===== config.mk =====
export PLATFORM = sky130hd
export DESIGN_NAME = arp_note_scheduler_flat
export DESIGN_NICKNAME = d
export VERILOG_FILES = /design/src/rtl/arp_note_scheduler_if.sv /design/src/rtl/arp_note_scheduler.sv /design/src/flat_wrapper.sv
export SDC_FILE = /design/constraint.sdc
export NUM_CORES = 1
export LEC_CHECK = 0
export BUFFER_PORTS_ARGS = -buffer_cell sky130_fd_sc_hd__buf_2
export CAP_MARGIN = 40
export CORE_MARGIN = 1.5
export CORE_UTILIZATION = 35
export CTS_BUF_LIST = sky130_fd_sc_hd__clkbuf_8
export DETAILED_ROUTE_END_ITERATION = 6
export GPL_TIMING_DRIVEN = 0
export HOLD_SLACK_MARGIN = 0.15
export PLACE_DENSITY = 0.6
export SETUP_SLACK_MARGIN = 0.4
export SLEW_MARGIN = 15
export SYNTH_ARGS = -nofsm -noshare
export SYNTH_HDL_FRONTEND = slang
export SYNTH_SLANG_ARGS = --single-unit

===== constraint.sdc =====
create_clock -name CLK100MHZ -period 7.45 [get_ports CLK100MHZ]
set_input_delay 2.235 -clock CLK100MHZ [delete_from_list [all_inputs] [get_ports CLK100MHZ]]
set_output_delay 2.235 -clock CLK100MHZ [all_outputs]
set_load 0.05 [all_outputs]

===== src/rtl/arp_note_scheduler_if.sv =====
// arp_note_scheduler_if: control/status bundle between the arpeggiator
// scheduler (slave side) and whatever drives its controls (master side).
interface arp_note_scheduler_if #(
    parameter int ADDR_W = 8
);
    logic              arp_toggle;
    logic [7:0]        base_sel;
    logic [1:0]        mode;
    logic [ADDR_W-1:0] addra;
    logic              addr_step;
    logic [1:0]        note;
    logic              arp_on;
    logic              mute;

    modport master (
        output arp_toggle, base_sel, mode,
        input  addra, addr_step, note, arp_on, mute
    );

    modport slave (
        input  arp_toggle, base_sel, mode,
        output addra, addr_step, note, arp_on, mute
    );
endinterface


===== src/rtl/arp_note_scheduler.sv =====
// arp_note_scheduler: sine-BRAM read-address sequencer with a four-note
// arpeggiator (root, 5/4, 3/2, octave). Each sample lasts P clocks, where P
// is derived from the latched base half-period and the current note.
// Optional end-of-note gate: define ARP_GATE_EN to mute and freeze the
// address stream for the last GATE_TICKS clocks of every arpeggio note.
module arp_note_scheduler #(
    parameter int ADDR_W     = 8,
    parameter int DIV_W      = 13,
    parameter int BASE_DIV   = 746,
    parameter int NOTE_TICKS = 50000000
`ifdef ARP_GATE_EN
    ,
    parameter int GATE_TICKS = 5000000
`endif
) (
    input  logic                CLK100MHZ,
    input  logic                CPU_RESETN,
    arp_note_scheduler_if.slave bus
);
    // f_lat holds BASE_DIV + 255 at most; products keep three extra bits.
    localparam int F_W    = $clog2(BASE_DIV + 256);
    localparam int PROD_W = (F_W + 4 > 14) ? F_W + 4 : 14;
    localparam int TMR_W  = (NOTE_TICKS > 1) ? $clog2(NOTE_TICKS) : 1;
    localparam logic [TMR_W-1:0] TMR_LAST = TMR_W'(NOTE_TICKS - 1);

    typedef enum logic {DIR_UP = 1'b0, DIR_DOWN = 1'b1} dir_e;

    logic              tog_s1_q, tog_s2_q, tog_s3_q;
    logic              tog_rise;
    logic              arp_on_q, arp_on_d;
    logic [1:0]        note_q, note_d;
    dir_e              dir_q, dir_d;
    logic [TMR_W-1:0]  timer_q, timer_d;
    logic [DIV_W-1:0]  div_q, div_d;
    logic [ADDR_W-1:0] addra_q, addra_d;
    logic              step_q, step_d;
    logic [F_W-1:0]    f_lat_q, f_lat_d;
    logic [PROD_W-1:0] f_ext, p_full;
    logic [DIV_W-1:0]  period_m1;
    logic              run;

    // Sample period for the current note, floored ratio of the latched base.
    always_comb begin
        f_ext  = PROD_W'(f_lat_q);
        p_full = f_ext;
        case (note_q)
            2'd0:    p_full = f_ext << 1;
            2'd1:    p_full = (f_ext << 3) / PROD_W'(5);
            2'd2:    p_full = (f_ext << 2) / PROD_W'(3);
            default: p_full = f_ext;
        endcase
        period_m1 = DIV_W'(p_full) - DIV_W'(1);
    end

    // Next state: divider/address advance, then note scheduling (which may
    // override the divider), with the toggle edge taking priority over all
    // note activity.
    always_comb begin
        tog_rise = tog_s2_q & ~tog_s3_q;
        arp_on_d = arp_on_q ^ tog_rise;
        note_d   = note_q;
        dir_d    = dir_q;
        timer_d  = timer_q;
        div_d    = div_q;
        addra_d  = addra_q;
        step_d   = 1'b0;
        f_lat_d  = f_lat_q;

        if (run) begin
            if (div_q >= period_m1) begin
                div_d   = '0;
                addra_d = addra_q + ADDR_W'(1);
                step_d  = 1'b1;
                // New base only at a sample boundary so no sample is distorted.
                f_lat_d = F_W'(BASE_DIV) + F_W'(bus.base_sel);
            end else begin
                div_d = div_q + DIV_W'(1);
            end
        end

        if (tog_rise || !arp_on_q) begin
            note_d  = 2'd0;
            timer_d = '0;
            dir_d   = DIR_UP;
        end else if (timer_q == TMR_LAST) begin
            timer_d = '0;
            // Restart the sample on the new pitch; addra keeps its phase.
            div_d   = '0;
            case (bus.mode)
                2'b00: note_d = note_q + 2'd1;
                2'b01: note_d = note_q - 2'd1;
                2'b10: begin
                    if (dir_q == DIR_UP) begin
                        if (note_q == 2'd3) begin
                            note_d = 2'd2;
                            dir_d  = DIR_DOWN;
                        end else begin
                            note_d = note_q + 2'd1;
                        end
                    end else begin
                        if (note_q == 2'd0) begin
                            note_d = 2'd1;
                            dir_d  = DIR_UP;
                        end else begin
                            note_d = note_q - 2'd1;
                        end
                    end
                end
                default: note_d = note_q;
            endcase
        end else begin
            timer_d = timer_q + TMR_W'(1);
        end
    end

    // State registers, including the two-flop toggle synchroniser.
    always_ff @(posedge CLK100MHZ or negedge CPU_RESETN) begin
        if (!CPU_RESETN) begin
            tog_s1_q <= 1'b0;
            tog_s2_q <= 1'b0;
            tog_s3_q <= 1'b0;
            arp_on_q <= 1'b0;
            note_q   <= 2'd0;
            dir_q    <= DIR_UP;
            timer_q  <= '0;
            div_q    <= '0;
            addra_q  <= '0;
            step_q   <= 1'b0;
            f_lat_q  <= F_W'(BASE_DIV);
        end else begin
            tog_s1_q <= bus.arp_toggle;
            tog_s2_q <= tog_s1_q;
            tog_s3_q <= tog_s2_q;
            arp_on_q <= arp_on_d;
            note_q   <= note_d;
            dir_q    <= dir_d;
            timer_q  <= timer_d;
            div_q    <= div_d;
            addra_q  <= addra_d;
            step_q   <= step_d;
            f_lat_q  <= f_lat_d;
        end
    end

`ifdef ARP_GATE_EN
    localparam logic [TMR_W-1:0] GATE_START = TMR_W'(NOTE_TICKS - GATE_TICKS);
    logic mute_q, mute_d;

    // Mute tracks the registered timer window so it aligns with timer_q.
    always_comb begin
        mute_d = arp_on_d && (timer_d >= GATE_START);
    end

    // Mute register; while set the sample stream is frozen.
    always_ff @(posedge CLK100MHZ or negedge CPU_RESETN) begin
        if (!CPU_RESETN) begin
            mute_q <= 1'b0;
        end else begin
            mute_q <= mute_d;
        end
    end

    assign run      = ~mute_q;
    assign bus.mute = mute_q;
`else
    assign run      = 1'b1;
    assign bus.mute = 1'b0;
`endif

    assign bus.addra     = addra_q;
    assign bus.addr_step = step_q;
    assign bus.note      = note_q;
    assign bus.arp_on    = arp_on_q;
endmodule


===== src/flat_wrapper.sv =====
// flat-port wrapper written by rule: the top's interface ports become plain ports
module arp_note_scheduler_flat 
#(
    parameter int ADDR_W     = 8,
    parameter int DIV_W      = 13,
    parameter int BASE_DIV   = 746,
    parameter int NOTE_TICKS = 50000000

)
  (CLK100MHZ, CPU_RESETN, bus_arp_toggle, bus_base_sel, bus_mode, bus_addra, bus_addr_step, bus_note, bus_arp_on, bus_mute);
  arp_note_scheduler_if #(.ADDR_W(ADDR_W)) bus_i ();
  input  logic CLK100MHZ;
  input  logic CPU_RESETN;
  input wire logic [$bits(bus_i.arp_toggle)-1:0] bus_arp_toggle;
  input wire logic [$bits(bus_i.base_sel)-1:0] bus_base_sel;
  input wire logic [$bits(bus_i.mode)-1:0] bus_mode;
  output wire logic [$bits(bus_i.addra)-1:0] bus_addra;
  output wire logic [$bits(bus_i.addr_step)-1:0] bus_addr_step;
  output wire logic [$bits(bus_i.note)-1:0] bus_note;
  output wire logic [$bits(bus_i.arp_on)-1:0] bus_arp_on;
  output wire logic [$bits(bus_i.mute)-1:0] bus_mute;
  assign bus_i.arp_toggle = bus_arp_toggle;
  assign bus_i.base_sel = bus_base_sel;
  assign bus_i.mode = bus_mode;
  assign bus_addra = bus_i.addra;
  assign bus_addr_step = bus_i.addr_step;
  assign bus_note = bus_i.note;
  assign bus_arp_on = bus_i.arp_on;
  assign bus_mute = bus_i.mute;
  arp_note_scheduler #(.ADDR_W(ADDR_W), .DIV_W(DIV_W), .BASE_DIV(BASE_DIV), .NOTE_TICKS(NOTE_TICKS)) u_core (.CLK100MHZ(CLK100MHZ), .CPU_RESETN(CPU_RESETN), .bus(bus_i));
endmodule

# Yosys cells after proc, flatten, opt, wreduce, memory -nomap -nowiden
# Cells that the tools add are included.
[classes] reduce_logical=9 n_lt_le_gt_ge=1 div_mod_pow=2 addsub=7 mux=19 n_eq_ne=6 shift=0 multipliers=0 bitwise=3
[op_table] op="26-bit two-way mux" n=2
[op_table] op="13-bit two-way mux" n=3
[op_table] op="13-bit one-hot mux with 3 select lines" n=1
[op_table] op="26-bit by 1-bit adder with 26-bit output, second input constant" n=1
[op_table] op="26-bit == test, second input constant" n=1
[op_table] op="12-bit by 2-bit divider with 14-bit output, second input constant" n=1
[op_table] op="13-bit by 3-bit divider with 14-bit output, second input constant" n=1
[op_table] op="13-bit by 1-bit adder with 13-bit output, second input constant" n=1
[op_table] op="13-bit >= comparator" n=1
[op_table] op="13-bit by 1-bit subtractor with 13-bit output, second input constant" n=1
[op_table] op="10-bit by 8-bit adder with 10-bit output, first input constant" n=1
[op_table] op="2-bit two-way mux" n=5
[op_table] op="8-bit by 1-bit adder with 8-bit output, second input constant" n=1
[op_table] op="1-bit two-way mux" n=7
[op_table] op="2-bit == test, second input constant" n=3
[op_table] op="2-bit one-hot mux with 3 select lines" n=1
[op_table] op="2-bit by 1-bit == test with 1-bit output, second input constant" n=2
[op_table] op="2-bit zero test" n=2
[op_table] op="2-bit AND reduction" n=2
[op_table] op="2-bit nonzero test" n=2
[op_table] op="4-bit nonzero test" n=1
[op_table] op="2-bit by 1-bit adder with 2-bit output, second input constant" n=1
[op_table] op="2-bit by 1-bit subtractor with 2-bit output, second input constant" n=1
[op_table] op="1-bit AND" n=1
[op_table] op="other kinds (4)" n=4
[word_totals] inputBits=13 word_cells=58 n_memories=0 ram_bits=0 latchBits=0 rom_bits=0 register_bits=65

# Logic depth before layout (Yosys ltp)
[logic_depth] ltp_word=7 depth_mapped=43 mapped_depth_nobuf=37

# Least setup slack after synthesis
# No wires, ideal clock.
[synth_timing] path_type="reg2reg" startpoint="reg u_core.f_lat_q[5]" endpoint="reg u_core.f_lat_q[4]" period_less_slack_ns=7.589 path_buffers=4 slack_ns=-0.139 arrival_ns=7.456 stages_incl_launch_ff=38 path_cell_list="dfstp_2 > or3b_4 > a31o_1 > a32o_1 > and2_4 > buf_6 > xnor2_1 > o311a_1 > ha_1 > maj3_2 > a311o_1 > a21oi_2 > buf_4 > mux2i_1 > ha_1 > inv_1 > xnor2_1 > xnor2_1 > [... 2 more ...] > a211oi_2 > ha_1 > nand2_1 > nor2_1 > xor2_1 > ha_1 > a21o_1 > a21o_1 > a21oi_1 > o21ai_0 > a21oi_1 > nor2b_1 > o21ai_0 > nand2_1 > a21oi_1 > clkbuf_1 > clkbuf_1 > a21oi_1"
[synth_via] elab_chain_cells=4
[synth_rtl] item="start, declared" line_no="arp_note_scheduler.sv:37" source="logic [F_W-1:0] f_lat_q, f_lat_d;"
[synth_rtl] item="start signal, assigned" line_no="arp_note_scheduler.sv:129" source="f_lat_q <= F_W'(BASE_DIV);"
[synth_rtl] item="start signal, assigned" line_no="arp_note_scheduler.sv:141" source="f_lat_q <= f_lat_d;"
[synth_rtl] item="13-bit by 3-bit divider with 14-bit output / 12-bit by 2-bit divider with 14-bit output (equally long branches)" line_no="arp_note_scheduler.sv:48, arp_note_scheduler.sv:49"
[synth_rtl] item="13-bit one-hot mux with 3 select lines (*)" line_no="arp_note_scheduler.sv:46" source="case (note_q)"
[synth_rtl] item="13-bit by 1-bit subtractor with 13-bit output (*)" line_no="arp_note_scheduler.sv:52" source="period_m1 = DIV_W'(p_full) - DIV_W'(1);"
[synth_rtl] item="13-bit >= comparator (*)" line_no="arp_note_scheduler.sv:70" source="if (div_q >= period_m1) begin"
# Every way passes the cells marked *; elsewhere a longest branch is shown, timed or not.
# A chain may end at the register's enable or synchronous reset.

# Worst setup path after layout
[layout_timing] startpoint="reg u_core.f_lat_q[7]" endpoint="reg u_core.addra_q[1] (netlist: u_core.bus.addra[1])"
[layout_via] elab_chain_cells=4
[layout_rtl] item="13-bit by 3-bit divider with 14-bit output / 12-bit by 2-bit divider with 14-bit output (equally long branches)" line_no="arp_note_scheduler.sv:48, arp_note_scheduler.sv:49"
[layout_rtl] item="13-bit one-hot mux with 3 select lines (*)" line_no="arp_note_scheduler.sv:46"
[layout_rtl] item="13-bit by 1-bit subtractor with 13-bit output (*)" line_no="arp_note_scheduler.sv:52"
[layout_rtl] item="13-bit >= comparator (*)" line_no="arp_note_scheduler.sv:70"
[layout_rtl] item="end signal, assigned" line_no="arp_note_scheduler.sv:139" source="addra_q <= addra_d;"
[layout_rtl] item="end, declared" line_no="arp_note_scheduler.sv:35" source="logic [ADDR_W-1:0] addra_q, addra_d;"
# Marks and branches as above.

==> flow_metrics.py <==
metrics = {
    "clocking": {
        "cts_root_buf": "clkbuf_8",
        "cts_buffer_depth": 2,
        "clk_pin_slew_ns": 0.07,
        "clock_latency_ns": 0.35,
        "htreeDepth": 3,
        "cts_made_buffers": 9,
        "cts.sinks": 64,
        "cts_tree": "built",
    },
    "timing": {
        "slew_viol_final": 0,
        "fmax_mhz": 131,
        "maxSlewHeadroom_pct": 63.3,
        "setup_viol_count_final": 27,
        "min_period_ns": 7.61,
        "hold_violations": 0,
        "post-route-period-util_pct": 102,
        "grt_setup_unrepaired": "true",
        "worst-slew-pin-transition_ns": 0.550,
        "fin_worst_skew_ns": 0.0106,
        "fin_ws_ns": -0.157,
    },
    "status": {
        "violations": "negative setup slack",
        "status": "finished, violations left",
    },
    "floorplanning": {
        "initial_core_util_pct": 35.8,
        "fp.dieArea_mm2": 0.0178,
        "fp.coreArea_mm2": 0.0166,
        "core.rowCount": 47,
        "die_h_um": 133,
        "die_w_um": 133,
        "pin_count": 26,
    },
    "finish": {
        "antenna_cells": 0,
        "register_area_mm2": 0.00161,
        "multi_input_area_mm2": 0.00423,
        "fill_cells": 1710,
        "drive_above_1_share_pct": 23.6,
        "syn_to_final_growth_pct": 23.0,
        "postLayoutCellArea_mm2": 0.00731,
        "nets": 874,
    },
    "yosys": {
        "ys_types": 93,
        "synth-warning-count": 0,
        "synth_ff_type": "dfrtp_1",
        "synthesis.area_mm2": 0.00594,
        "synth.avg_cell_area_um2": 8.02,
        "ys_async_sr_fraction_pct": 100,
        "synth-edff-count": 0,
        "synth_nets": 787,
        "ys_ff_latch": 64,
        "netlist_instances": 741,
        "ys_seq_area_share_pct": 27.1,
    },
    "power": {
        "comb_power_share_pct": 44.3,
        "seqPwrFrac_pct": 31.4,
        "p_per_area_mw_per_mm2": 162,
        "worst_ir_drop_vdd_v": 0.000153,
        "power.switching_uw": 453,
        "p_sw_share_pct": 38.4,
        "leakagePower_uw": 0.00323,
        "clock_power_share_pct": 24.3,
        "p_int_uw": 727,
    },
    "critical_path": {
        "max_stage_delay_ns": 0.52,
        "r2r_slack_ns": -0.16,
        "cpMostUsedCell": "ha_2",
        "critPathBufInv": 4,
        "cp_data_arrival_time_ns": 7.84,
        "endpoint_kind": "flop",
        "rr_endpoint": "u_core.bus.addra[1]$_DFFE_PN0P_",
        "worst_r2r_startpoint": "u_core.f_lat_q[7]$_DFFE_PN1P_",
        "worstRegToRegCells": 37,
        "worst-setup-path-type": "flop to flop",
        "required_ns": 7.68,
        "startpoint_type": "flop",
        "cp_slowest_cell": "dfstp_2",
        "crit_family": "compound AO/OA/AOI/OAI gates",
        "path_max_fanout": 9,
    },
    "hold_path": {
        "holdPathEnd": "u_core.tog_s2_q$_DFF_PN0_",
        "hold_depth": 0,
        "min_from": "u_core.tog_s1_q$_DFF_PN0_",
        "min_path_type": "flop to flop",
    },
    "routing": {
        "drc": 0,
        "postRouteAntennaNets": 0,
        "dr.pass1.iters": 5,
        "met2_length_um": 7340,
        "wl_per_cell_um": 15.7,
        "vias": 5820,
        "drt_iter0_drc": 374,
        "routed_via_density": 5.53,
        "met3WireLength_um": 720,
        "met1_length_um": 8280,
        "top_layer_used": "met4",
        "wl_um": 16600,
    },
    "placed_design": {
        "placed_cell_area_mm2": 0.00645,
        "gp_congestion": 0.871,
        "io_buffers": 24,
        "hpwl_um": 11400,
        "pre_cts_slack_ns": -0.905,
    },
    "global_route": {
        "grt_use_total_pct": 18.4,
        "overflow": 0,
        "grt_pass1_wl_um": 26900,
        "grt_pass1_vias": 5417,
        "antenna_found_initial": 0,
        "grt_start_max_net_pins": 55,
    },
    "job": {
        "maxCapViolations": 0,
    },
}
-- registers in the layout, summed over array words and instances, names as in the netlist --
signal	count
u_core.timer_q	26
u_core.div_q	13
u_core.f_lat_q	9
u_core.bus.addra	8
u_core.bus.note	2
u_core.bus.addr_step	1
u_core.bus.arp_on	1
u_core.dir_q	1
u_core.tog_s1_q	1
u_core.tog_s2_q	1
u_core.tog_s3_q	1
-- worst max-delay path by stage --
stage	from	endpoint	slack [ns]	cells past startpoint
global placement	u_core.f_lat_q[6]$_DFFE_PN1P_	u_core.f_lat_q[6]$_DFFE_PN1P_	-0.88	43
detailed placement	u_core.f_lat_q[6]$_DFFE_PN1P_	u_core.f_lat_q[3]$_DFFE_PN1P_	-0.91	43
finish	u_core.f_lat_q[7]$_DFFE_PN1P_	u_core.bus.addra[1]$_DFFE_PN0P_	-0.16	37
CTS	u_core.f_lat_q[5]$_DFFE_PN1P_	u_core.bus.addra[1]$_DFFE_PN0P_	-0.06	36
floorplan	u_core.f_lat_q[5]$_DFFE_PN1P_	u_core.bus.addra[1]$_DFFE_PN0P_	0.35	36
global route	u_core.f_lat_q[6]$_DFFE_PN1P_	u_core.bus.addra[1]$_DFFE_PN0P_	-0.60	40
-- routing by layer --
| metal | GRT usage (%) | up-vias |
|---|---|---|
| met5 | 0 | - |
| met2 | 28.6 | 162 |
| met1 | 27.0 | 2776 |
| met4 | 4.65 | 0 |
| met3 | 2.51 | 23 |
| li1 | - | 2859 |
-- cell type report --
| type | count | share of cell area (%) |
|---|---|---|
| Buffer | 46 | 4.84 |
| Clock buffer | 11 | 2.07 |
| Clock inverter | 5 | 0.445 |
| Inverter | 28 | 1.54 |
| Multi-Input combinational cell | 603 | 57.8 |
| Sequential cell | 64 | 22.0 |
| Tap cell | 220 | 3.77 |
| Timing Repair Buffer | 76 | 7.48 |
-- what timing repair did --
action	in CTS	in global routing
endpoints found under the setup margin	31	31
pin swaps	31	25
gates cloned	1	0
hold buffers	0	0
setup buffers	31	18
gates resized for setup	41	40
-- cells by family (layout without fill, tap and decap cells) --
family / after synthesis / count (layout) / synth area share [%]
simple gates: 291 / 291 / 25.1
compound gates: 202 / 202 / 23.6
buf+inv: 74 / 166 / 5.62
xor+xnor: 67 / 67 / 10.0
flops: 64 / 64 / 27.1
fa+ha+maj: 34 / 34 / 7.14
mux: 8 / 8 / 1.41
other cells: 1 / 1 / 0.0631
-- cell usage after synthesis (6+ instances only) --
cell type	instances	share of area [%]
nor2_1	88	5.6
dfrtp_1	59	25
nand2_1	58	3.7
a21oi_1	49	4.1
o21ai_0	42	3.5
xnor2_1	36	5.3
nand3_1	34	2.9
ha_1	33	7.0
xor2_1	30	4.4
inv_1	25	1.6
clkbuf_1	20	1.3
and3_1	16	1.7
o211ai_1	16	2.0
buf_2	15	1.3
nand2b_1	15	1.6
nor2b_1	12	1.3
a31oi_1	9	0.95
nand4_1	9	0.95
nand3b_1	8	1.0
nor3_1	8	0.67
o31ai_1	7	0.88
o221ai_1	6	0.88
-- cell usage in the layout (no fill, tap or decap), drive strengths merged, types with 6 or more instances in the layout --
cell	netlist	routed
a21oi	51	51
a31oi	9	9
and3	16	16
buf	26	101
clkbuf	20	31
dfrtp	59	59
ha	33	33
inv	25	24
nand2	58	58
nand2b	15	15
nand3	34	34
nand3b	8	8
nand4	9	9
nor2	89	89
nor2b	12	12
nor3	9	9
o211ai	16	16
o21ai	43	43
o221ai	6	6
o31ai	8	8
or2	6	6
xnor2	36	36
xor2	31	31
-- per-stage QoR --
step                hold slack, ns  setup TNS (ns)  utilization, %  cells  power, uW
global route                 0.366          -16.28            44.1   1053       1250
detailed placement           0.347          -23.94            38.9    987        807
finish                       0.361           -2.14            44.1   1053       1180
CTS                          0.364          -0.405            42.4   1035       1150
floorplan                    0.331               0               -    741        711
global placement             0.343          -23.27            38.7    985        807
-- power groups by stage --
stage	Combinational (uW)	Sequential, uW	Clock (uW)
after CTS	480	370	295
after global placement	431	376	0
final	523	371	287
after floorplan	327	384	0
after detailed placement	430	377	0
after global routing	571	373	308
Note: power is estimated with default switching activity, not from simulation.
